<file path="src/rtl/coreir_pipe_pkg.sv">
// Shared types for the coreir pipeline register: per-stage operation encoding
// (reset handled in-stage ahead of these) and the occupancy counter width helper.
package coreir_pipe_pkg;

   // Priority inside a stage: flush beats load, load beats drain, else hold.
   typedef enum logic [1:0] {
      OP_HOLD  = 2'd0,
      OP_LOAD  = 2'd1,
      OP_DRAIN = 2'd2,
      OP_FLUSH = 2'd3
   } stage_op_e;

   function automatic int count_width(input int depth);
      return $clog2(depth + 1);
   endfunction

   function automatic stage_op_e stage_op(input logic clr, input logic load, input logic adv);
      if (clr)       return OP_FLUSH;
      else if (load) return OP_LOAD;
      else if (adv)  return OP_DRAIN;
      else           return OP_HOLD;
   endfunction

endpackage

</file>
<file path="src/rtl/coreir_pipe_stage.sv">
// One data+valid pipeline stage: synchronous reset, then flush/load/drain/hold.
// Data only changes on reset, flush or a load of a valid word.
module coreir_pipe_stage
   import coreir_pipe_pkg::*;
#(
   parameter int               WIDTH = 16,
   parameter logic [WIDTH-1:0] INIT  = '0
) (
   input  logic             clk,
   input  logic             i_rst,
   input  stage_op_e        i_op,
   input  logic [WIDTH-1:0] i_d,
   output logic [WIDTH-1:0] o_q,
   output logic             o_v
);

   logic [WIDTH-1:0] r_q;
   logic             r_v;

   always_ff @(posedge clk) begin
      if (i_rst) begin
         r_q <= INIT;
         r_v <= 1'b0;
      end else begin
         case (i_op)
            OP_FLUSH: begin
               r_q <= INIT;
               r_v <= 1'b0;
            end
            OP_LOAD: begin
               r_q <= i_d;
               r_v <= 1'b1;
            end
            OP_DRAIN: r_v <= 1'b0;
            default:  ;
         endcase
      end
   end

   assign o_q = r_q;
   assign o_v = r_v;

endmodule

</file>
<file path="src/rtl/coreir_pipe_reg.sv">
// DEPTH-stage valid/ready pipeline register with bubble collapse; latency DEPTH, 1 word/cycle.
// in_ready is combinational from out_ready; optional occupancy output under COREIR_PIPE_COUNT_EN.
module coreir_pipe_reg
   import coreir_pipe_pkg::*;
#(
   parameter int               WIDTH = 16,
   parameter int               DEPTH = 2,
   parameter logic [WIDTH-1:0] INIT  = '0
) (
   input  logic             clk,
   input  logic             rst,
   input  logic             clr,
   input  logic             in_valid,
   output logic             in_ready,
   input  logic [WIDTH-1:0] D,
   output logic             out_valid,
   input  logic             out_ready,
   output logic [WIDTH-1:0] Q
`ifdef COREIR_PIPE_COUNT_EN
   ,
   output logic [count_width(DEPTH)-1:0] count
`endif
);

   if (DEPTH < 1) begin : g_bad_depth
      $error("coreir_pipe_reg: DEPTH must be at least 1");
   end

   logic [WIDTH-1:0] w_q [DEPTH];
   logic [DEPTH-1:0] w_v;
   logic [DEPTH-1:0] w_adv;
   logic             w_in_xfer;

   // A valid stage moves unless every stage above it is full and the output is stalled.
   always_comb begin : p_advance
      logic w_full_above;
      w_full_above = 1'b1;
      w_adv        = '0;
      for (int k = DEPTH - 1; k >= 0; k--) begin
         w_adv[k]     = w_v[k] & (out_ready | ~w_full_above);
         w_full_above = w_full_above & w_v[k];
      end
   end

   assign in_ready  = ~rst & ~clr & (~w_v[0] | w_adv[0]);
   assign w_in_xfer = in_valid & in_ready;

   for (genvar k = 0; k < DEPTH; k++) begin : g_stage
      logic             w_ld;
      logic [WIDTH-1:0] w_d;
      stage_op_e        w_op;

      if (k == 0) begin : g_head
         assign w_ld = w_in_xfer;
         assign w_d  = D;
      end else begin : g_body
         assign w_ld = w_adv[k-1];
         assign w_d  = w_q[k-1];
      end

      assign w_op = stage_op(clr, w_ld, w_adv[k]);

      coreir_pipe_stage #(
         .WIDTH (WIDTH),
         .INIT  (INIT)
      ) u_stage (
         .clk   (clk),
         .i_rst (rst),
         .i_op  (w_op),
         .i_d   (w_d),
         .o_q   (w_q[k]),
         .o_v   (w_v[k])
      );
   end

   assign out_valid = w_v[DEPTH-1];
   assign Q         = w_q[DEPTH-1];

`ifdef COREIR_PIPE_COUNT_EN
   localparam int            CW    = count_width(DEPTH);
   localparam logic [CW-1:0] C_ONE = CW'(1);

   logic [CW-1:0] r_count;
   logic          w_out_xfer;

   assign w_out_xfer = out_valid & out_ready;

   always_ff @(posedge clk) begin
      if (rst || clr) begin
         r_count <= '0;
      end else begin
         case ({w_in_xfer, w_out_xfer})
            2'b10:   r_count <= r_count + C_ONE;
            2'b01:   r_count <= r_count - C_ONE;
            default: ;
         endcase
      end
   end

   assign count = r_count;
`endif

endmodule

</file>
<file path="config.mk">
export PLATFORM = sky130hd
export DESIGN_NAME = coreir_pipe_reg
export DESIGN_NICKNAME = d
export VERILOG_FILES = /design/src/rtl/coreir_pipe_pkg.sv /design/src/rtl/coreir_pipe_stage.sv /design/src/rtl/coreir_pipe_reg.sv
export SDC_FILE = /design/constraint.sdc
export NUM_CORES = 1
export LEC_CHECK = 0
export ABC_AREA = 1
export BUFFER_PORTS_ARGS = -buffer_cell sky130_fd_sc_hd__buf_2
export CORE_MARGIN = 2
export CORE_UTILIZATION = 38
export CTS_BUF_LIST = sky130_fd_sc_hd__clkbuf_2 sky130_fd_sc_hd__clkbuf_4 sky130_fd_sc_hd__clkbuf_8
export DETAILED_ROUTE_END_ITERATION = 10
export PLACE_DENSITY = 0.58
export SLEW_MARGIN = 20
export SYNTH_ARGS = -nofsm -noshare
export SYNTH_HDL_FRONTEND = slang
export SYNTH_SLANG_ARGS = --single-unit
export TNS_END_PERCENT = 10
</file>
<file path="constraint.sdc">
create_clock -name clk -period 1.5 [get_ports clk]
set_input_delay 0.3 -clock clk [delete_from_list [all_inputs] [get_ports clk]]
set_output_delay 0.3 -clock clk [all_outputs]
set_load 0.005 [all_outputs]
</file>
After elaboration in Yosys (flattened, before gate mapping)
Index checks and enable logic that the tools add are counted.
{ "word_totals": {"elab_cells": 37, "out_inout_bits": 18, "ff_bits": 34, "inputBits": 21} }
{ "op_classes": {"bitwise_logic": 11, "n_eq_ne": 6, "n_reduce_logical": 6, "muxes": 10} }
{ "op_table": {"columns": ["op", "count"], "rows": [
  ["16-bit case mux with 2 select lines", 2],
  ["2-bit 2-to-1 mux", 6],
  ["2-bit equality test (second input constant)", 4],
  ["2-bit nonzero test", 4],
  ["1-bit bitwise AND", 5],
  ["2-bit by 1-bit equality test with 1-bit output (second input constant)", 2],
  ["1-bit inverter", 4],
  ["1-bit case mux with 2 select lines", 2],
  ["2-bit OR reduction", 2],
  ["1-bit OR", 2]
]} }

Depth between registers and ports, before layout
Gate-level depths: netlist (run 1).
{ "depth": {"ltp_word": 11, "mapped_depth": 7, "ltp_nobuf": 6} }

Cells and area by module
A second synthesis (run 1) with hierarchy kept.
{ "hier_totals": {"cells_unflattened": 165, "hier_area_um2": 1476.4} }
{ "modules_own_cells": {"columns": ["mod", "area_each_um2", "cells_per_inst", "instances", "seq_area_each_um2"], "rows": [
  ["coreir_pipe_stage", 704.4, 75, 2, 340.3],
  ["coreir_pipe_reg", 67.6, 15, 1, 0.0]
]} }

Worst setup path before layout (run 1)
Ideal clock, no wire load.
{ "synth_timing": {"kind": "input to output", "from": "input rst", "to": "output in_ready", "path_buffers": 2, "slack_ns": 0.253, "required_ns": 1.200, "cell_stages": 5, "t_arrival_ns": 0.947, "cell_sequence": "buf_2 > nor2_4 > buf_4 > nand2_1 > inv_1"} }
{ "synth_between": {"elab_chain_len": 3} }
{ "synth_lines": {"columns": ["element", "line", "text"], "rows": [
  ["start, declared", "coreir_pipe_reg.sv:11", "input logic rst,"],
  ["1-bit inverter", "coreir_pipe_reg.sv:45", "assign in_ready = ~rst & ~clr & (~w_v[0] | w_adv[0]);"],
  ["1-bit bitwise AND (2 in series)", "coreir_pipe_reg.sv:45", null],
  ["end, declared", "coreir_pipe_reg.sv:14", "output logic in_ready,"]
]} }
Every way passes these cells.

Final worst setup path (run 1)
{ "layout_timing": {"from": "register g_stage[0].u_stage.r_v", "to": "output in_ready"} }
{ "layout_between": {"elab_chain_len": 3, "word_cells_on_any_way": 4, "cone_classes": "4 x bitwise"} }
{ "layout_lines": {"columns": ["element", "line", "text"], "rows": [
  ["start, declared", "coreir_pipe_stage.sv:18", "logic r_v;"],
  ["start signal, assigned", "coreir_pipe_stage.sv:23", "r_v <= 1'b0;"],
  ["start signal, assigned", "coreir_pipe_stage.sv:28", "r_v <= 1'b0;"],
  ["start signal, assigned", "coreir_pipe_stage.sv:32", "r_v <= 1'b1;"],
  ["1-bit bitwise AND or 1-bit inverter (tied branches)", "coreir_pipe_reg.sv:40, coreir_pipe_reg.sv:45", null],
  ["1-bit OR (*)", "coreir_pipe_reg.sv:45", null],
  ["1-bit bitwise AND (*)", "coreir_pipe_reg.sv:45", null]
]} }
Every way passes the cells marked *; elsewhere a longest branch is shown, timed or not.

==> results.sh, run 1 <==
export IMPL_outcome="completed"
export IMPL_grt_max_degree=35
export IMPL_row_count=22
export IMPL_die_h_microns=65.24
export IMPL_ant_nets=0
export IMPL_max_cap_viol_count=0
export IMPL_timing_rr_start="g_stage[1].u_stage.o_v$_SDFFE_PP0P_"
export IMPL_layout_commonest_cell="buf_2"
export IMPL_path_class="reg -> out"
export IMPL_hold_start="D[15]"
export IMPL_cts_buffer_depth=2
export IMPL_die_area_sq_mm=0.004256
export IMPL_overflow=0
export IMPL_whs_ns=0.3003
export IMPL_cts_tree="yes"
export IMPL_fin_nets=216
export IMPL_cp_max_fo=9
export IMPL_post_place_cells=236
export IMPL_yosysWarnings=0
export IMPL_hold_class="in -> reg"
export IMPL_drtPass1Iterations=4
export IMPL_irDropWorstVdd_mv=0.4035
export IMPL_setup_viol=0
export IMPL_drt_iter0_markers=44
export IMPL_coreArea_sq_mm=0.003633
export IMPL_syn_num_nets=178
export IMPL_tns_ns=0
export IMPL_wl_per_cell_microns=13.00
export IMPL_initial_core_util_pct=39.22
export IMPL_final_cell_mix="buf_2 (38), nand2_1 (34), dfxtp_1 (32)"
export IMPL_cts_buffers=5
export IMPL_powerDensity_mw_per_mm2=1084
export IMPL_slew_headroom_pct=70.60
export IMPL_worst_pin_slew_ns=0.4400
export IMPL_antenna_found_initial=0
export IMPL_grt_pass1_wl_mm=5.299
export IMPL_track_usage_pct=16.93
export IMPL_grt_pass1_vias=1101
export IMPL_cp_startpoint="g_stage[0].u_stage.o_v$_SDFFE_PP0P_"
export IMPL_worst_setup_path_end_kind="output port"
export IMPL_stdcell_count=243
export IMPL_syn_cell_area_sq_mm=0.001425
export IMPL_antennaDiodeCount=0
export IMPL_gp_congestion=0.7406
export IMPL_hold_violations=0
export IMPL_max_freq_mhz=718.3
export IMPL_clock_latency_ns=0.28
export IMPL_io_pins=39
export IMPL_placed_cell_area_sq_mm=0.001628
export IMPL_start_kind="flip-flop"
export IMPL_hold_buffers=0
export IMPL_clkSlewWorstSetupHoldPaths_ns=0.07
export IMPL_cp_arrival_ns=1.09
export IMPL_viasPerCell=4.897
export IMPL_ys_seq_area_share_pct=47.76
export IMPL_clock_sinks=34
export IMPL_min_period_over_period_pct=92.82
export IMPL_num_vias=1190
export IMPL_fp_dieW_microns=65.24
export IMPL_synth_seq_cells=34
export IMPL_rsz0062_at_grt="no"
export IMPL_wl_mm=3.159
export IMPL_slew_viol_final=0
export IMPL_htreeDepth=2
export IMPL_port_buffers=38
export IMPL_syn_inst=157
export IMPL_final_area_sq_mm=0.001745
export IMPL_yosysUniqueCellTypes=20
export IMPL_area_delta_synth_final_pct=22.48
export IMPL_worstPathRequired_ns=1.20
export IMPL_hpwlAfterDp_mm=2.268
export IMPL_cts_root_buf="clkbuf_8"
export IMPL_synth_avg_cell_area_sq_um=9.077
export IMPL_period_needed_ns=1.392
export IMPL_drc_errors=0
export IMPL_layout_drive_gt1_share_pct=39.49
export IMPL_leakagePower_nw=0.6377
export IMPL_fin_skew_ns=0.005388
-- metal layers --
metal  share of wire, %  track usage (%)
met5                  0                0
met4               0.95            7.031
met3                5.6            6.336
met1                 48            21.96
met2                 46            25.26
-- final timing paths --
path                            cells after the start  slack [ns]                                 endpoint
worst max register to register                      5        0.27   g_stage[1].u_stage.o_q[1]$_SDFFE_PP0P_
worst min register to register                      2        0.46  g_stage[1].u_stage.o_q[15]$_SDFFE_PP0P_
worst max-delay path                                4        0.11                                 in_ready
worst min-delay path                                3        0.30  g_stage[0].u_stage.o_q[15]$_SDFFE_PP0P_
-- critical path, cell delays in order (launching register included) --
cell     delay, ns
dfxtp_4       0.40
nand3_4       0.15
nand2_1       0.10
inv_1         0.04
buf_2         0.12
-- registers in the layout, summed over array words and instances (netlist names) --
| register | flops |
|---|---|
| g_stage.u_stage.o_q | 32 |
| g_stage.u_stage.o_v | 2 |
-- synthesized netlist by cell type --
cell,count,area [sq um]
clkbuf_1,3,11.26
nand4_1,17,106.4
a21oi_4,1,16.27
nand2_2,1,6.260
inv_1,2,7.510
nand2_1,34,127.6
dfxtp_1,34,680.7
a21oi_2,9,78.83
a21oi_1,25,125.1
nand3_1,7,35.03
nor2_4,2,22.52
buf_12,1,20.02
buf_4,1,7.510
buf_6,2,22.52
nand3_2,9,90.09
nor3_1,1,5.000
inv_2,1,3.750
buf_2,4,20.02
buf_1,1,3.750
nand3_4,2,35.03
-- power by group --
group / total (mW) / internal (mW) / switching, mW
logic: 0.129 / 0.0463 / 0.0829
registers: 0.921 / 0.913 / 0.00836
clock network: 0.841 / 0.531 / 0.310
total: 1.89 / 1.49 / 0.401
-- metrics by stage --
step / util [%] / power [mW] / setup WS (ns)
2_1_floorplan: - / 1.029 / 0.2533
4_1_cts: 47.93 / 1.917 / 0.03311
5_1_grt: 48.04 / 1.986 / 0.02330
3_3_place_gp: 44.80 / 1.070 / 0.1423
6_report: 48.04 / 1.892 / 0.1078
3_5_place_dp: 44.80 / 1.074 / 0.09486
-- cell families after synthesis --
logic type | after synthesis | share of synthesized area [%]
and+or+nand+nor | 73 | 30.03
AOI/OAI and AO/OA | 35 | 15.45
buffers and inverters | 15 | 6.760
DFF | 34 | 47.76
-- layout make-up --
cell class | count | area, sq um
fillers | 370 | 1888
inverters | 3 | 11.26
repair buffers | 43 | 227.7
well taps | 48 | 60.06
multi-input cells | 108 | 648.1
clock inverters | 1 | 30.03
clock buffers | 6 | 82.58
flip-flops and latches | 34 | 685.7
-- timing repair --
action	CTS	global route
gates cloned	0	0
gates resized for setup	1	2
endpoints found under the setup margin	1	1
buffers inserted	0	0
(Power assumes the default switching activity.)
==> run 2, diff against run 1 <==
CORE_ASPECT_RATIO = 0.5   (was not set)
CTS_BUF_LIST = not set   (was sky130_fd_sc_hd__clkbuf_2 sky130_fd_sc_hd__clkbuf_4 sky130_fd_sc_hd__clkbuf_8)
MAX_ROUTING_LAYER = met4   (was not set)
==> results.sh, run 2 (same netlist as run 1, synthesis figures left out) <==
export IMPL_outcome="completed"
export IMPL_gp_congestion=0.7515
export IMPL_fin_ws_ns=0.1160
export IMPL_max_freq_mhz=722.6
export IMPL_min_period_over_period_pct=92.26
export IMPL_fin_nets=215
export IMPL_final_area_sq_mm=0.001720
export IMPL_drt_iter0_markers=60
export IMPL_stdcell_count=246
export IMPL_fill_cells=361
export IMPL_placed_cell_area_sq_mm=0.001624
export IMPL_tns_ns=0
export IMPL_clkSlewWorstSetupHoldPaths_ns=0.07
export IMPL_hold_class="in -> reg"
export IMPL_start_kind="flip-flop"
export IMPL_fin_skew_ns=0.003296
export IMPL_viasPerCell=5.057
export IMPL_fp_dieW_microns=90.61
export IMPL_largest_reg_flops=32
export IMPL_track_usage_pct=17.68
export IMPL_ant_nets=0
export IMPL_area_delta_synth_final_pct=20.72
export IMPL_port_buffers=38
export IMPL_cts_root_buf="clkbuf_8"
export IMPL_hold_violations=0
export IMPL_leakagePower_nw=0.6235
export IMPL_whs_ns=0.2972
export IMPL_worst_pin_slew_ns=0.4108
export IMPL_hpwlAfterDp_mm=2.241
export IMPL_initial_core_util_pct=40.61
export IMPL_layout_drive_gt1_share_pct=38.97
export IMPL_die_area_sq_mm=0.004286
export IMPL_coreArea_sq_mm=0.003510
export IMPL_cts_tree="yes"
export IMPL_utilization_pct=49.02
export IMPL_max_cap_viol_count=0
export IMPL_maxUsedRoutingLayer="met4"
export IMPL_num_vias=1244
export IMPL_wl_per_cell_microns=13.33
export IMPL_wl_mm=3.280
export IMPL_met2_length_mm=1.469
export IMPL_met1_length_mm=1.596
export IMPL_cp_arrival_ns=1.08
export IMPL_slew_viol_final=0
export IMPL_grt_pass1_vias=1151
export IMPL_post_place_cells=238
export IMPL_antennaDiodeCount=0
export IMPL_layout_commonest_cell="buf_2"
export IMPL_htreeDepth=2
export IMPL_worstPathRequired_ns=1.20
export IMPL_die_h_microns=47.31
export IMPL_overflow=0
export IMPL_cp_max_fo=8
export IMPL_io_pins=39
export IMPL_dp_slack_ns=0.1083
export IMPL_powerDensity_mw_per_mm2=1012
export IMPL_met3_length_microns=196
export IMPL_irDropWorstVdd_mv=0.3324
export IMPL_grt_pass1_wl_mm=5.485
export IMPL_power_mw=1.742
export IMPL_post_cts_buffers=0
export IMPL_row_count=15
export IMPL_path_class="reg -> out"
export IMPL_cts_buffer_depth=2
export IMPL_slew_headroom_pct=72.55
export IMPL_grt_max_degree=35
export IMPL_rsz0062_at_grt="no"
export IMPL_antenna_found_initial=0
export IMPL_period_needed_ns=1.384
export IMPL_final_cell_mix="buf_2 (38), nand2_1 (34), dfxtp_1 (32)"
export IMPL_clock_latency_ns=0.28
export IMPL_cts_buffers=5
export IMPL_clock_sinks=34
export IMPL_setup_viol=0
export IMPL_worst_setup_path_end_kind="output port"
export IMPL_drtPass1Iterations=4
export IMPL_drc_errors=0
## run 2: changes by cell type in the layout (fill, tap and decap cells not counted), sizes merged
cell,delta
clkbuf,+1
clkinv,+1
bufinv,-1
buf,-1
## run 2: area by class of cell
type	instances	area, sq um	area share (%)
Sequential cell	34	685.7	39.85
Tap cell	51	63.81	3.709
Timing Repair Buffer	42	220.2	12.80
Inverter	3	11.26	0.6545
Multi-Input combinational cell	108	648.1	37.67
Clock buffer	7	86.33	5.018
Clock inverter	1	5.005	0.2909
## run 2: path summary, 6_finish.rpt
kind	startpoint	endpoint	slack [ns]	cells after the start
worst min register to register	g_stage[1].u_stage.o_q[7]$_SDFFE_PP0P_	g_stage[1].u_stage.o_q[7]$_SDFFE_PP0P_	0.46	2
worst min-delay path	D[3]	g_stage[0].u_stage.o_q[3]$_SDFFE_PP0P_	0.30	3
worst max-delay path	g_stage[0].u_stage.o_v$_SDFFE_PP0P_	in_ready	0.12	4
worst max register to register	g_stage[1].u_stage.o_v$_SDFFE_PP0P_	g_stage[1].u_stage.o_q[11]$_SDFFE_PP0P_	0.27	5
## run 2: critical path: stages, from the launching register on
cell and delay (ns):
dfxtp_4 0.40, nand3_4 0.14, nand2_1 0.11, inv_1 0.04
buf_2 0.11
## run 2: timing repair
action / CTS / global route
resized for setup: 1 / 2
endpoints found under the setup margin: 1 / 1
hold buffers: 0 / 0
pin swaps: 0 / 0
## run 2: power breakdown
group          switching, mW  internal (mW)
combinational         0.0853         0.0446
clock                  0.320          0.370
sequential           0.00847          0.913
total                  0.414           1.33
## run 2: layer usage
| layer | up-vias | global-route usage (%) |
|---|---|---|
| met4 | 0 | 6.462 |
| met3 | 3 | 6.260 |
| li1 | 624 | - |
| met1 | 586 | 21.58 |
| met5 | - | - |
| met2 | 31 | 27.76 |
==> run 3, diff against run 2 <==
CORE_ASPECT_RATIO = 1.5   (was 0.5)
SKIP_LAST_GASP = 1   (was not set)
SLEW_MARGIN = not set   (was 20)
==> results.sh, run 3 (same netlist as run 1, synthesis figures left out) <==
export IMPL_ant_nets=0
export IMPL_worstPathRequired_ns=1.20
export IMPL_rsz0062_at_grt="no"
export IMPL_drc_errors=0
export IMPL_max_freq_mhz=709.0
export IMPL_cts_buffers=5
export IMPL_layout_drive_gt1_share_pct=39.49
export IMPL_htreeDepth=2
export IMPL_initial_core_util_pct=39.06
export IMPL_grt_pass1_vias=1180
export IMPL_port_buffers=38
export IMPL_tns_ns=0
export IMPL_reg2regPathDepth=5
export IMPL_dp_slack_ns=0.09558
export IMPL_irDropWorstVdd_mv=1.089
export IMPL_grt_max_degree=35
export IMPL_cp_arrival_ns=1.11
export IMPL_gr_usage_met1_pct=21.62
export IMPL_overflow=0
export IMPL_hold_start="D[7]"
export IMPL_clkSlewWorstSetupHoldPaths_ns=0.07
export IMPL_clock_latency_ns=0.29
export IMPL_outcome="completed"
export IMPL_crit_chain="nand3_4 > nand2_1 > inv_1 > buf_2"
export IMPL_hold_path_depth=3
export IMPL_layout_commonest_cell="buf_2"
export IMPL_critPathTopFamily="flip-flops"
export IMPL_final_area_sq_mm=0.001757
export IMPL_hpwlAfterDp_mm=2.288
export IMPL_powerDensity_mw_per_mm2=1168
export IMPL_io_pins=39
export IMPL_cts_buffer_depth=2
export IMPL_max_cap_viol_count=0
export IMPL_die_area_sq_mm=0.004266
export IMPL_use_met3_pct=4.699
export IMPL_fp_dieW_microns=54
export IMPL_r2r_end="g_stage[1].u_stage.o_q[1]$_SDFFE_PP0P_"
export IMPL_coreArea_sq_mm=0.003649
export IMPL_final_cell_mix="buf_2 (38), nand2_1 (34), dfxtp_1 (32)"
export IMPL_slew_headroom_pct=71.46
export IMPL_cts_tree="yes"
export IMPL_antennaDiodeCount=0
export IMPL_cp_max_fo=8
export IMPL_cp_buffers_inverters=2
export IMPL_post_cts_buffers=0
export IMPL_cts_root_buf="clkbuf_8"
export IMPL_antenna_found_initial=0
export IMPL_timing_rr_start="g_stage[1].u_stage.o_v$_SDFFE_PP0P_"
export IMPL_track_usage_pct=17.96
export IMPL_ff2ff_setup_slack_ns=0.25
export IMPL_fin_nets=215
export IMPL_area_delta_synth_final_pct=23.27
export IMPL_grt_pass1_wl_mm=5.492
export IMPL_min_period_over_period_pct=94.03
export IMPL_gp_congestion=0.7484
export IMPL_cpPeakStageDelay_ns=0.40
export IMPL_met2_usage_pct=27.20
export IMPL_crit_slowest_cell="dfxtp_4"
export IMPL_drtPass1Iterations=4
export IMPL_wl_per_cell_microns=13.79
export IMPL_placed_cell_area_sq_mm=0.001614
export IMPL_num_vias=1238
export IMPL_grt_busiest_layer="met2"
export IMPL_viasPerCell=5.202
export IMPL_largest_reg_flops=32
export IMPL_worst_pin_slew_ns=0.4272
export IMPL_hold_violations=0
export IMPL_leakagePower_nw=0.6436
export IMPL_clock_sinks=34
export IMPL_fin_skew_ns=0.007062
export IMPL_drt_iter0_markers=40
export IMPL_row_count=27
export IMPL_hold_class="in -> reg"
export IMPL_setup_viol=0
export IMPL_path_class="reg -> out"
export IMPL_worst_setup_path_end_kind="output port"
export IMPL_fin_ws_ns=0.08948
export IMPL_start_kind="flip-flop"
export IMPL_period_needed_ns=1.411
export IMPL_wl_mm=3.281
export IMPL_min_to="g_stage[0].u_stage.o_q[7]$_SDFFE_PP0P_"
export IMPL_slew_viol_final=0
export IMPL_die_h_microns=79.01
[run 3: layer usage]
layer  wire, microns  part of all wire, %  vias to the layer above
li1                -                    -                      623
met1            1442                   44                      565
met2            1584                   48                       40
met3             159                  4.8                       10
met4              95                  2.9                        0
met5               0                    0                        -
[run 3: layout make-up]
type / instances / area, sq um
Fill cell: 379 / 1892
Sequential cell: 34 / 685.7
Multi-Input combinational cell: 108 / 648.1
Timing Repair Buffer: 42 / 220.2
Clock buffer: 5 / 68.82
Clock inverter: 3 / 68.82
Tap cell: 43 / 53.80
Inverter: 3 / 11.26
[run 3: power breakdown]
group | internal [mW] | switching (mW)
clock network | 0.665 | 0.336
registers | 0.913 | 0.00866
logic | 0.0447 | 0.0853
total | 1.62 | 0.430
[run 3: per-stage QoR]
| step | hold slack (ns) | std cells | total power, mW | utilization, % |
|---|---|---|---|---|
| floorplan | 0.3768 | 157 | 1.029 | - |
| global placement | 0.4478 | 230 | 1.070 | 44.24 |
| detailed placement | 0.4527 | 230 | 1.074 | 44.24 |
| CTS | 0.2889 | 238 | 2.081 | 48.05 |
| global route | 0.2922 | 238 | 2.135 | 48.15 |
| finish | 0.2969 | 238 | 2.052 | 48.15 |
[run 3: how the worst max path moves through the flow]
stage	startpoint	end	slack [ns]	cells after the start
2_1_floorplan	rst	in_ready	0.25	5
3_3_place_gp	out_ready	g_stage[1].u_stage.o_q[13]$_SDFFE_PP0P_	0.15	6
3_5_place_dp	out_ready	g_stage[1].u_stage.o_q[1]$_SDFFE_PP0P_	0.1	6
4_1_cts	g_stage[1].u_stage.o_v$_SDFFE_PP0P_	in_ready	0.02	4
5_1_grt	g_stage[0].u_stage.o_v$_SDFFE_PP0P_	in_ready	0.02	4
6_report	g_stage[0].u_stage.o_v$_SDFFE_PP0P_	in_ready	0.09	4
[run 3: repair_timing]
item | CTS | global route
endpoints found under the setup margin | 1 | 1
hold buffers | 0 | 0
pin swaps | 0 | 0
gates resized for setup | 1 | 2
[run 3: worst register-to-register path: stages (launching register included)]
cell,delay [ns]
dfxtp_2,0.35
nand2_1,0.15
nand2_2,0.09
nor2_4,0.32
nand2_1,0.11
a21oi_1,0.16
